File: src/rtl/pipe_pkg.sv
// Shared definitions for the 16-bit 5-stage pipeline: opcodes, branch condition codes,
// flag bit positions and flag-update classification helpers.
package pipe_pkg;

    localparam logic [3:0] OP_ADD    = 4'b0000;
    localparam logic [3:0] OP_SUB    = 4'b0001;
    localparam logic [3:0] OP_RED    = 4'b0010;
    localparam logic [3:0] OP_XOR    = 4'b0011;
    localparam logic [3:0] OP_SLL    = 4'b0100;
    localparam logic [3:0] OP_SRA    = 4'b0101;
    localparam logic [3:0] OP_ROR    = 4'b0110;
    localparam logic [3:0] OP_PADDSB = 4'b0111;
    localparam logic [3:0] OP_LW     = 4'b1000;
    localparam logic [3:0] OP_SW     = 4'b1001;
    localparam logic [3:0] OP_LHB    = 4'b1010;
    localparam logic [3:0] OP_LLB    = 4'b1011;
    localparam logic [3:0] OP_B      = 4'b1100;
    localparam logic [3:0] OP_BR     = 4'b1101;
    localparam logic [3:0] OP_PCS    = 4'b1110;
    localparam logic [3:0] OP_HLT    = 4'b1111;

    localparam logic [2:0] CC_NE     = 3'b000;
    localparam logic [2:0] CC_EQ     = 3'b001;
    localparam logic [2:0] CC_GT     = 3'b010;
    localparam logic [2:0] CC_LT     = 3'b011;
    localparam logic [2:0] CC_GE     = 3'b100;
    localparam logic [2:0] CC_LE     = 3'b101;
    localparam logic [2:0] CC_OV     = 3'b110;
    localparam logic [2:0] CC_UNCOND = 3'b111;

    localparam int unsigned FLAG_Z = 0;
    localparam int unsigned FLAG_V = 1;
    localparam int unsigned FLAG_N = 2;

    function automatic logic is_flag_zvn(logic [3:0] op);
        return (op == OP_ADD) || (op == OP_SUB);
    endfunction

    function automatic logic is_flag_z(logic [3:0] op);
        return (op == OP_XOR) || (op == OP_SLL) || (op == OP_SRA) || (op == OP_ROR);
    endfunction

endpackage

File: src/rtl/branch_cond.sv
// Combinational branch-condition evaluator: decides whether a condition code is met
// by a given Z/V/N flag set. Shared between ID and the EX/MEM forwarding path.
module branch_cond
    import pipe_pkg::*;
(
    input  logic [2:0] ccc,
    input  logic [2:0] flags,
    output logic       taken
);

    logic z, v, n;

    assign z = flags[FLAG_Z];
    assign v = flags[FLAG_V];
    assign n = flags[FLAG_N];

    always_comb begin
        taken = 1'b0;
        case (ccc)
            CC_NE:     taken = ~z;
            CC_EQ:     taken = z;
            CC_GT:     taken = ~z & ~n;
            CC_LT:     taken = n;
            CC_GE:     taken = z | (~z & ~n);
            CC_LE:     taken = n | z;
            CC_OV:     taken = v;
            CC_UNCOND: taken = 1'b1;
            default:   taken = 1'b0;
        endcase
    end

endmodule

File: src/rtl/ex_mem_stage.sv
// EX/MEM pipeline register. Owns the architectural Z/V/N flags, forwards the
// would-be flag value to the ID branch evaluator, and latches a sticky halt.
module ex_mem_stage
    import pipe_pkg::*;
#(
    parameter int unsigned DW = 16,
    parameter int unsigned RW = 4
) (
    input  logic          clk,
    input  logic          rst_n,
    input  logic          stall,
    input  logic          flush,
    input  logic          ex_valid,
    input  logic [3:0]    ex_opcode,
    input  logic [DW-1:0] ex_result,
    input  logic [DW-1:0] ex_mem_addr,
    input  logic [DW-1:0] ex_store_data,
    input  logic [2:0]    ex_flag,
    input  logic [RW-1:0] ex_rd,
    input  logic          ex_regwrite,
    input  logic [2:0]    id_ccc,
    output logic          mem_valid,
    output logic [3:0]    mem_opcode,
    output logic [DW-1:0] mem_result,
    output logic [DW-1:0] mem_addr,
    output logic [DW-1:0] mem_store_data,
    output logic [RW-1:0] mem_rd,
    output logic          mem_regwrite,
    output logic          mem_memread,
    output logic          mem_memwrite,
    output logic [2:0]    flag_q,
    output logic          branch_taken,
    output logic          halted
);

    logic       accept;
    logic       no_wb;
    logic [2:0] flag_d;

    assign accept = ex_valid & ~stall & ~flush & ~halted;
    assign no_wb  = (ex_opcode == OP_SW) | (ex_opcode == OP_B) |
                    (ex_opcode == OP_BR) | (ex_opcode == OP_HLT);

    // flag_d doubles as the forwarded flag set: it equals flag_q unless accepted.
    always_comb begin
        flag_d = flag_q;
        if (accept) begin
            if (is_flag_zvn(ex_opcode)) begin
                flag_d = ex_flag;
            end else if (is_flag_z(ex_opcode)) begin
                flag_d[FLAG_Z] = ex_flag[FLAG_Z];
            end
        end
    end

    branch_cond u_branch_cond (
        .ccc   (id_ccc),
        .flags (flag_d),
        .taken (branch_taken)
    );

    always_ff @(posedge clk or negedge rst_n) begin
        if (!rst_n) begin
            mem_valid      <= 1'b0;
            mem_opcode     <= '0;
            mem_result     <= '0;
            mem_addr       <= '0;
            mem_store_data <= '0;
            mem_rd         <= '0;
            mem_regwrite   <= 1'b0;
            mem_memread    <= 1'b0;
            mem_memwrite   <= 1'b0;
            flag_q         <= 3'b000;
            halted         <= 1'b0;
        end else if (!stall) begin
            // Data fields load unconditionally; they are ignored whenever mem_valid is 0.
            mem_valid      <= accept;
            mem_opcode     <= ex_opcode;
            mem_result     <= ex_result;
            mem_addr       <= ex_mem_addr;
            mem_store_data <= ex_store_data;
            mem_rd         <= ex_rd;
            mem_regwrite   <= accept & ex_regwrite & ~no_wb;
            mem_memread    <= accept & (ex_opcode == OP_LW);
            mem_memwrite   <= accept & (ex_opcode == OP_SW);
            flag_q         <= flag_d;
            halted         <= halted | (accept & (ex_opcode == OP_HLT));
        end
    end

endmodule

File: config.mk
export PLATFORM = sky130hd
export DESIGN_NAME = ex_mem_stage
export DESIGN_NICKNAME = d
export VERILOG_FILES = /design/src/rtl/pipe_pkg.sv /design/src/rtl/branch_cond.sv /design/src/rtl/ex_mem_stage.sv
export SDC_FILE = /design/constraint.sdc
export NUM_CORES = 1
export LEC_CHECK = 0
export ABC_CLOCK_PERIOD_IN_PS = 5500
export BUFFER_PORTS_ARGS = -buffer_cell sky130_fd_sc_hd__buf_2
export CAP_MARGIN = 20
export CORE_MARGIN = 1.5
export CORE_UTILIZATION = 25
export CTS_CLUSTER_SIZE = 40
export DETAILED_ROUTE_END_ITERATION = 10
export MAX_ROUTING_LAYER = met4
export PLACE_DENSITY = 0.52
export SYNTH_ARGS = -nofsm -noshare
export SYNTH_HDL_FRONTEND = slang
export SYNTH_HIERARCHICAL = 1
export SYNTH_SLANG_ARGS = --single-unit
File: constraint.sdc
create_clock -name clk -period 5.5 [get_ports clk]
set_input_delay 0.275 -clock clk [delete_from_list [all_inputs] [get_ports clk]]
set_output_delay 0.275 -clock clk [all_outputs]
set_load 0.02 [all_outputs]
==> impl_metrics.json <==
{
  "die_w_um": 104.1,
  "crit_arrival_ps": 2700,
  "area_growth_pct": 39.21,
  "rsz0062_at_grt": "false",
  "clkTransAtPathRegs_ps": 70,
  "syn_avg_cell_area_sq_um": 15.78,
  "slew_headroom_pct": 45.62,
  "post-cts-setup-buffers": 0,
  "ant_nets": 0,
  "hpwl_um": 3827,
  "holdCritPathClass": "in -> async",
  "io_buffers": 132,
  "setup_viol": 0,
  "wl_um": 5432,
  "rows": 36,
  "multiInputGateArea_sq_um": 917.1,
  "max-cap-violations": 0,
  "n_antenna_cell": 0,
  "vias": 1807,
  "critPathSlowestCell": "or4b_4",
  "drive_gt1_share_pct": 69.64,
  "startpoint_type": "input port",
  "fmax_mhz": 336.0,
  "ys_ff_latch": 64,
  "start_util_pct": 25.91,
  "status": "completed",
  "nFillCells": 997,
  "path_common_cell": "buf_2",
  "grt_pass1_wl_um": 9018,
  "io_pins": 133,
  "grt_pass1_vias": 1917,
  "synthCells": 162,
  "fin_cells": 436,
  "htree_levels": 3,
  "ys_types": 26,
  "reg2reg_depth": 3,
  "regArea_sq_mm": 0.001602,
  "p_leak_uw": 0.001716,
  "coreArea_sq_mm": 0.009864,
  "yosys.area.top_type": "dfrtp_1",
  "crit_type": "in -> out",
  "powerDensity_mw_per_mm2": 331.0,
  "worstMarginPinSlew_ps": 815.7,
  "cts_buffer_depth": 2,
  "period_share_pct": 54.11,
  "setup_tns_ps": 0,
  "syn_nets": 230,
  "die_area_sq_mm": 0.01084,
  "die_y_um": 104.1,
  "slew_viol_final": 0,
  "required_ps": 5220,
  "insertion_delay_ps": 330,
  "ctsHoldBuffers": 0,
  "yosysTopAreaCellShare_pct": 62.65,
  "cts_root_buffer": "clkbuf_8",
  "antenna_found_initial": 0,
  "grt_overflow": 0,
  "period_minus_slack_ps": 2976,
  "groute.usage.overall_pct": 10.85,
  "placedCellCount": 422,
  "tritoncts": "built",
  "cts_resized": 0,
  "final_cell_mix": "buf_2 (132), dfrtp_1 (64), mux2_2 (57), clkbuf_8 (11), mux2_1 (5)",
  "grt_max_degree": 65,
  "post_drt_wl_per_cell_um": 12.46,
  "hold_viol_final": 0,
  "route.detailed.drc": 0,
  "layout_commonest_cell": "buf_2",
  "worstPathCellList": "buf_2, buf_4, or4b_4, nor4_4, mux2_1, nand2_1, mux2i_1, a21oi_1, o21a_1, buf_2",
  "viasPerCell": 4.144,
  "post_synth_main_area_contributors": "dfrtp_1 (63%), mux2_2 (25%), mux2_1 (2.2%)",
  "globalplace.congestion": 0.7280,
  "cts_sinks": 64,
  "crit_path_end_kind": "output port",
  "drt-initial-drc-count": 12,
  "first_pass_iters": 2,
  "fin_worst_skew_ps": 8.501,
  "vdd_drop_max_v": 0.0001355,
  "numCtsBuffers": 9,
  "synth-seq-area-share_pct": 62.65,
  "nNetsFinal": 368,
  "postLayoutSetupSlackWorst_ps": 2524,
  "final_util_pct": 36.07,
  "syn_area_sq_mm": 0.002556,
  "post-place-ws_ps": 2480,
  "crit_path_max_incr_delay_ps": 640,
  "yosys_warnings": 6,
  "cp_max_fo": 62
}
[final cells by class]
type                            instances  area share, %
Sequential cell                        64          45.01
Multi-Input combinational cell         90          25.77
Timing Repair Buffer                  134          18.99
Tap cell                              133          4.677
Clock buffer                           11          4.255
Clock inverter                          3          1.196
Inverter                                1         0.1055
[per-layer routing]
metal / wire length [um] / track usage (%) / vias to the layer above
li1: - / - / 854
met1: 2325 / 12.28 / 868
met2: 2660 / 17.12 / 75
met3: 376 / 3.947 / 10
met4: 70 / 5.060 / 0
met5: 0 / - / -
[power by group]
part	switching, uW	internal (uW)
logic	130	102
registers	23.3	519
clock network	175	228
[flip-flops by register name, indices dropped and copies added (netlist names)]
register,flops
flag_q,3
mem_regwrite,1
mem_valid,1
mem_memwrite,1
mem_rd,4
mem_store_data,16
halted,1
mem_result,16
mem_memread,1
mem_opcode,4
mem_addr,16
[critical path, delay by kind of cell]
family          cells  cell delay (ps)
simple gates        3             1000
compound gates      2              220
mux                 2              600
buf+inv             3              570
[synth_stat cells, drive strengths merged]
master,instances
buf,1
mux2i,2
and2,2
or4b,1
nand2b,1
nand2,4
nand3,1
o21a,1
nand3b,1
a31o,1
mux2,62
a32o,2
o21ba,1
dfrtp,64
nor4b,1
a21oi,1
clkbuf,6
o21ai,3
o31a,1
nor4,1
nor2,1
inv,1
xnor2,1
a211oi,1
nor2b,1
[metrics by stage]
step	instance area [sq um]	total power [uW]	hold slack, ps
floorplan	2556	687.6	-20.59
global placement	3364	785.4	471.4
detailed placement	3364	788.8	479.0
CTS	3558	1205	144.7
global route	3558	1248	140.0
finish	3558	1178	98.82
[path summary, 6_finish.rpt]
path / slack (ps) / end / startpoint
setup reg to reg: 3840 / flag_q[0] / halted
hold reg to reg: 490 / mem_memread / mem_memread
min in group clk: 160 / flag_q[1] / ex_flag[1]
max in group asynchronous: 4830 / mem_store_data[3] / rst_n
setup / recovery: 2520 / branch_taken / stall
hold / removal: 100 / mem_valid / rst_n
[kinds of logic (layout without fill, tap and decap cells)]
kind of cell / count (synthesis) / count (layout) / share of synthesized area (%)
xor+xnor: 1 / 1 / 0.3427
compound gates: 11 / 11 / 3.426
flops: 64 / 64 / 62.65
mux: 64 / 64 / 28.10
buf+inv: 8 / 149 / 1.468
simple gates: 14 / 14 / 4.013
No activity file was read; power rests on OpenSTA's default activity.
